<file path="src/rtl/twilight_pkg.sv">
// Shared constants and state encoding for the scaled, line-buffered sprite engine.
package twilight_pkg;

  localparam int CORDW      = 16;
  localparam int H_RES      = 640;
  localparam int SPR_WIDTH  = 32;
  localparam int SPR_HEIGHT = 20;
  localparam int SPR_SCALE  = 2;
  localparam int SPR_DATAW  = 4;
  localparam int ROM_AW     = $clog2(SPR_WIDTH * SPR_HEIGHT);

  localparam int SRC_W   = $clog2(SPR_WIDTH);
  localparam int ROW_W   = $clog2(SPR_HEIGHT);
  localparam int SUB_W   = (SPR_SCALE > 0) ? SPR_SCALE : 1;
  localparam int OFF_W   = SRC_W + SPR_SCALE;
  localparam int FCNT_W  = SRC_W + 1;
  localparam int SPR_W_PIX = SPR_WIDTH << SPR_SCALE;
  localparam int SPR_H_PIX = SPR_HEIGHT << SPR_SCALE;

  typedef enum logic [1:0] {IDLE, FETCH, WAIT, DRAW} spr_state_t;

  function automatic logic [ROM_AW-1:0] rom_index(input logic [ROW_W-1:0] row,
                                                  input logic [SRC_W-1:0] col);
    return ROM_AW'(row * SPR_WIDTH + col);
  endfunction

endpackage

</file>
<file path="src/rtl/spr_line_ram.sv">
// One-row sprite line buffer: single write port, combinational read port.
module spr_line_ram
  import twilight_pkg::*;
(
  input  logic                 clk_pix,
  input  logic                 wr_en,
  input  logic [SRC_W-1:0]     wr_addr,
  input  logic [SPR_DATAW-1:0] wr_data,
  input  logic [SRC_W-1:0]     rd_addr,
  output logic [SPR_DATAW-1:0] rd_data
);

  logic [SPR_DATAW-1:0] mem [SPR_WIDTH];

  // Contents are fully rewritten each line before use, so no reset is needed.
  always_ff @(posedge clk_pix) begin
    if (wr_en) mem[wr_addr] <= wr_data;
  end

  assign rd_data = mem[rd_addr];

endmodule

</file>
<file path="src/rtl/sprite_linebuf.sv">
// Sprite engine: fetches one sprite row into a line buffer during blanking and
// replays it with integer magnification and left/right clipping during active video.
module sprite_linebuf
  import twilight_pkg::*;
#(
  parameter int SX_OFFS = 3
) (
  input  logic                 clk_pix,
  input  logic                 rst_n,
  input  logic                 line,
  input  logic [CORDW-1:0]     sx,
  input  logic [CORDW-1:0]     sy,
  input  logic [CORDW-1:0]     sprx,
  input  logic [CORDW-1:0]     spry,
  output logic                 rom_rd,
  output logic [ROM_AW-1:0]    rom_addr,
  input  logic [SPR_DATAW-1:0] rom_data,
  output logic [SPR_DATAW-1:0] pix,
  output logic                 drawing,
  output logic                 busy
);

  localparam logic signed [CORDW:0] H_RES_S   = (CORDW+1)'(H_RES);
  localparam logic signed [CORDW:0] SX_OFFS_S = (CORDW+1)'(SX_OFFS);
  localparam logic signed [CORDW:0] SPR_W_S   = (CORDW+1)'(SPR_W_PIX);
  localparam logic signed [CORDW:0] SPR_H_S   = (CORDW+1)'(SPR_H_PIX);
  localparam logic [SUB_W-1:0]      SUB_MAX   = SUB_W'((1 << SPR_SCALE) - 1);
  localparam logic [SRC_W-1:0]      SRC_LAST  = SRC_W'(SPR_WIDTH - 1);

  spr_state_t state_reg, state_next;
  logic [CORDW-1:0]     xl_reg, xl_next;
  logic [ROW_W-1:0]     row_reg, row_next;
  logic [FCNT_W-1:0]    fcnt_reg, fcnt_next;
  logic [SRC_W-1:0]     src_reg, src_next;
  logic [SUB_W-1:0]     sub_reg, sub_next;
  logic [SPR_DATAW-1:0] pix_reg, pix_next;
  logic                 drawing_reg, drawing_next;

  // Signed coordinate arithmetic is done one bit wider so it cannot overflow.
  logic signed [CORDW:0] col_la, sx_ext, sy_ext, spry_ext, xl_ext, xl_end, dy;
  logic                  row_hit, hit_edge, hit_clip, start, emit;
  logic [OFF_W-1:0]      off;
  logic [SRC_W-1:0]      src0, cur_src;
  logic [SUB_W-1:0]      sub0, cur_sub;
  logic [SPR_DATAW-1:0]  rd_data;
  logic                  wr_en;
  logic [SRC_W-1:0]      wr_addr;

  assign sx_ext   = {sx[CORDW-1], sx};
  assign sy_ext   = {sy[CORDW-1], sy};
  assign spry_ext = {spry[CORDW-1], spry};
  assign xl_ext   = {xl_reg[CORDW-1], xl_reg};
  assign col_la   = sx_ext + SX_OFFS_S;
  assign xl_end   = xl_ext + SPR_W_S;
  assign dy       = sy_ext - spry_ext;
  assign row_hit  = !dy[CORDW] && (dy < SPR_H_S);

  // A sprite starting left of column 0 is entered part-way through at column 0.
  assign hit_edge = (col_la == xl_ext) && !xl_reg[CORDW-1] && (col_la < H_RES_S);
  assign hit_clip = (col_la == '0) && xl_reg[CORDW-1] && !xl_end[CORDW] && (xl_end != '0);
  assign start    = hit_edge || hit_clip;

  // Offset into the scaled sprite is below SPR_W_PIX whenever start fires, so low bits suffice.
  assign off     = col_la[OFF_W-1:0] - xl_reg[OFF_W-1:0];
  assign src0    = off[OFF_W-1 -: SRC_W];
  assign sub0    = off[SUB_W-1:0];
  assign cur_src = (state_reg == DRAW) ? src_reg : src0;
  assign cur_sub = (state_reg == DRAW) ? sub_reg : sub0;

  // ROM data for the read issued at count k arrives while the count is k+1.
  assign rom_rd   = (state_reg == FETCH) && !fcnt_reg[FCNT_W-1];
  assign rom_addr = rom_rd ? rom_index(row_reg, fcnt_reg[SRC_W-1:0]) : '0;
  assign wr_en    = (state_reg == FETCH) && (fcnt_reg != '0);
  assign wr_addr  = fcnt_reg[SRC_W-1:0] - SRC_W'(1);
  assign busy     = (state_reg == FETCH);

  spr_line_ram u_line_ram (
    .clk_pix (clk_pix),
    .wr_en   (wr_en),
    .wr_addr (wr_addr),
    .wr_data (rom_data),
    .rd_addr (cur_src),
    .rd_data (rd_data)
  );

  always_ff @(posedge clk_pix or negedge rst_n) begin
    if (!rst_n) begin
      state_reg   <= IDLE;
      xl_reg      <= '0;
      row_reg     <= '0;
      fcnt_reg    <= '0;
      src_reg     <= '0;
      sub_reg     <= '0;
      pix_reg     <= '0;
      drawing_reg <= 1'b0;
    end else begin
      state_reg   <= state_next;
      xl_reg      <= xl_next;
      row_reg     <= row_next;
      fcnt_reg    <= fcnt_next;
      src_reg     <= src_next;
      sub_reg     <= sub_next;
      pix_reg     <= pix_next;
      drawing_reg <= drawing_next;
    end
  end

  always_comb begin
    state_next   = state_reg;
    xl_next      = xl_reg;
    row_next     = row_reg;
    fcnt_next    = fcnt_reg;
    src_next     = src_reg;
    sub_next     = sub_reg;
    pix_next     = '0;
    drawing_next = 1'b0;
    emit         = 1'b0;

    case (state_reg)
      IDLE: ;
      FETCH: begin
        fcnt_next = fcnt_reg + FCNT_W'(1);
        if (fcnt_reg == FCNT_W'(SPR_WIDTH)) state_next = WAIT;
      end
      WAIT: emit = start;
      DRAW: begin
        if (col_la >= H_RES_S) state_next = IDLE;
        else                   emit = 1'b1;
      end
      default: state_next = IDLE;
    endcase

    // The start cycle already emits its pixel so the output lines up with col_la.
    if (emit) begin
      pix_next     = rd_data;
      drawing_next = 1'b1;
      if (cur_sub == SUB_MAX) begin
        sub_next = '0;
        if (cur_src == SRC_LAST) begin
          state_next = IDLE;
        end else begin
          src_next   = cur_src + SRC_W'(1);
          state_next = DRAW;
        end
      end else begin
        sub_next   = cur_sub + SUB_W'(1);
        src_next   = cur_src;
        state_next = DRAW;
      end
    end

    if (line) begin
      xl_next      = sprx;
      fcnt_next    = '0;
      pix_next     = '0;
      drawing_next = 1'b0;
      if (row_hit) begin
        row_next   = dy[SPR_SCALE +: ROW_W];
        state_next = FETCH;
      end else begin
        state_next = IDLE;
      end
    end
  end

  assign pix     = pix_reg;
  assign drawing = drawing_reg;

endmodule

</file>
<file path="config.mk">
export PLATFORM = sky130hd
export DESIGN_NAME = sprite_linebuf
export DESIGN_NICKNAME = d
export VERILOG_FILES = /design/src/rtl/twilight_pkg.sv /design/src/rtl/spr_line_ram.sv /design/src/rtl/sprite_linebuf.sv
export SDC_FILE = /design/constraint.sdc
export NUM_CORES = 1
export LEC_CHECK = 0
export CAP_MARGIN = 5
export CORE_ASPECT_RATIO = 0.5
export CORE_MARGIN = 2
export CORE_UTILIZATION = 30
export CTS_BUF_LIST = sky130_fd_sc_hd__clkbuf_4
export DETAILED_ROUTE_END_ITERATION = 10
export MAX_ROUTING_LAYER = met4
export PLACE_DENSITY = 0.53
export REMOVE_ABC_BUFFERS = 1
export SLEW_MARGIN = 20
export SYNTH_ARGS = -nofsm -noshare
export SYNTH_HDL_FRONTEND = slang
export SYNTH_HIERARCHICAL = 1
export SYNTH_SLANG_ARGS = --single-unit
</file>
<file path="constraint.sdc">
create_clock -name clk_pix -period 3.7 [get_ports clk_pix]
set_input_delay 0.925 -clock clk_pix [delete_from_list [all_inputs] [get_ports clk_pix]]
set_output_delay 0.925 -clock clk_pix [all_outputs]
set_load 0.05 [all_outputs]
</file>
==> results.ini <==
[run_status]
status=finished clean

[yosys]
yosysWarningCount=6
synth_async_sr_flop_share_pct=24.3
ys_types=68
synth_most_common_cell=edfxtp_1
syn_avg_cell_area_um2=13.1
synth_edf_count=128
syn_area_um2=8920
synth_ff_type=edfxtp_1
ys_top_cells_by_area=edfxtp_1 (43%), dfrtp_1 (12%), mux4_2 (10%)
synthCells=679
synthTopCellsByCount=edfxtp_1 (128), nor2_1 (61), dfrtp_1 (41), mux4_2 (40), inv_1 (39)
ys_ff_latch=169
ys_seq_area_share_pct=54.6
synth_area_leader_cell=edfxtp_1
yosysTopAreaCellShare_pct=43.1

[worst_setup_path]
required_ps=4170
critical_path.max_fanout=6
worst-endpoint-arrival_ps=4110
start_kind=primary input
worstSetupEndpointType=flip-flop
crit_type=in -> reg

[clock_tree]
clk_latency_ps=550
clockBufferDepth=2
cts_hold_buf=0
cts_tree=yes
cts_buffers=17
clock_sinks=169
htree_levels=4
path_clk_slew_ps=160
root_buffer=clkbuf_4

[route]
first_iter_violations=451
postRouteAntennaNets=0
drc=0
wirelength_mm=21.7
vias_per_cell=4.83
vias=6095
firstDrtPassIters=5
routed_wire_length_per_instance_um=17.1

[grt]
grt_max_degree=42
grt_usage_pct=15.0
grt_pass1_vias=6384
grt_pass1_wl_mm=35.1
antenna_found_initial=1
globalRouteOverflowTotal=0

[timing]
tightest_slew_ps=972
hold_viol_final=0
period_minus_slack_ps=3640
period_share_pct=98.5
fmax_ghz=0.274
finClkSkew_ps=23.6
hold_ws_ps=510
slew_violations=0
max_slew_margin_pct=35.2
finalSetupViolations=0

[floorplanning]
core-area_um2=29100
dieArea_um2=31200
die_h_um=126
rows=44
dieWidth_um=248
start_util_pct=30.6
top_level_ports=88

[flow_run]
drv_cap=0

[placement]
gp_congestion=0.847
port_buffers=87
dp_hpwl_mm=15.8

[layout]
post-route-util_pct=39.3
largest_reg_flops=128
area_growth_pct=28.3
fin_nets=959
drive_gt1_share_pct=27.3

[min_path]
hold_class=in -> async

[pwr]
peakVddDrop_mv=0.217
leakage_nw=4.35
power_density_nw_per_um2=405

==> what timing repair did <==
item / CTS / global route
setup buffers: 11 / 5
pin swaps: 6 / 8
endpoints found under the setup margin: 14 / 13
resized for setup: 20 / 16
cloned: 3 / 0
==> path summary, 6_finish.rpt <==
kind / slack (ps) / depth (start not counted) / endpoint / start
max: 60 / 15 / pix[1] / sx[1]
min: 510 / 1 / row_reg[2] / rst_n
max reg2reg: 380 / 13 / pix[1] / xl_reg[0]
min reg2reg: 530 / 1 / row_reg[2] / row_reg[2]
max in group asynchronous: 2580 / 1 / xl_reg[1] / rst_n
min in group clk_pix: 530 / 1 / row_reg[2] / row_reg[2]
==> metal layers <==
metal	vias up	share of wire [%]	routed length (µm)	track usage, %
li1	2923	-	-	-
met5	-	0	0	-
met3	19	3.0	658	2.45
met2	90	50	10900	24.7
met4	0	0.91	197	3.63
met1	3063	46	9930	19.2
==> worst max-delay path, stage by stage <==
cell           delay, ps
dlygate4sd2_1        240
inv_2                 60
ha_4                 180
xnor2_4              170
ha_4                 230
a21o_1               210
a21oi_4              190
xnor2_2              110
a21oi_4              170
buf_12               140
bufbuf_16            260
mux4_2               330
mux4_2               490
mux2_2               270
and2_1               130
==> cells in the final DEF, fill, tap and decap left out, drive strengths merged, types with 7 or more instances in the layout <==
cell / Yosys / final
nor4: 7 / 7
edfxtp: 128 / 128
nand2: 33 / 33
buf: 24 / 106
nand3: 15 / 15
clkdlybuf4s50: 0 / 79
nand4: 8 / 8
and3: 16 / 16
mux2: 27 / 27
nor3: 18 / 18
xor2: 22 / 22
or3: 8 / 8
nand2b: 9 / 9
a21oi: 22 / 22
o21ai: 21 / 21
inv: 39 / 46
clkinv: 0 / 7
xnor2: 21 / 21
nor2: 63 / 63
ha: 29 / 29
mux4: 40 / 40
dfrtp: 41 / 41
and2: 8 / 8
clkbuf: 9 / 17
==> cells by family (layout without fill, tap and decap cells) <==
kind of cell	Yosys count	count (layout)	share of synthesized area (%)
AOI/OAI and AO/OA	87	87	6.72
xor gates and xnor gates	43	43	4.22
adders and majority gates	30	30	4.29
buffers and inverters	72	264	3.60
DFF	169	169	54.6
muxes	72	72	14.2
other	0	1	0
and+or+nand+nor	206	206	12.3
==> per-stage QoR <==
step | std cells | total power (W) | setup TNS (ps) | setup slack (ps) | area (µm²)
2_1_floorplan | 646 | 0.00293 | -27510 | -2660 | 8750
3_3_place_gp | 1211 | 0.00341 | -11280 | -809 | 10800
3_5_place_dp | 1211 | 0.00342 | -12190 | -878 | 10800
4_1_cts | 1257 | 0.00468 | 0 | 4.30 | 11300
5_1_grt | 1263 | 0.00489 | -3.72 | -2.17 | 11400
6_report | 1263 | 0.00464 | 0 | 56.3 | 11400
==> report_power, final <==
group          leakage [nW]  switching [W]  internal, W  total (W)
Sequential             1.68      0.0000253      0.00206    0.00208
Combinational          2.51       0.000622     0.000904    0.00153
Clock                 0.154       0.000721     0.000306    0.00103
==> final cells by class <==
class | count | area (µm²)
tap | 391 | 489
clock inverter | 15 | 150
sequential | 169 | 4870
timing repair buffer | 193 | 1820
antenna | 1 | 2.50
clock buffer | 17 | 128
multi-input combinational | 438 | 3830
inverter | 39 | 150
fill | 2700 | 17700
No activity file was read; power rests on OpenSTA's default activity.
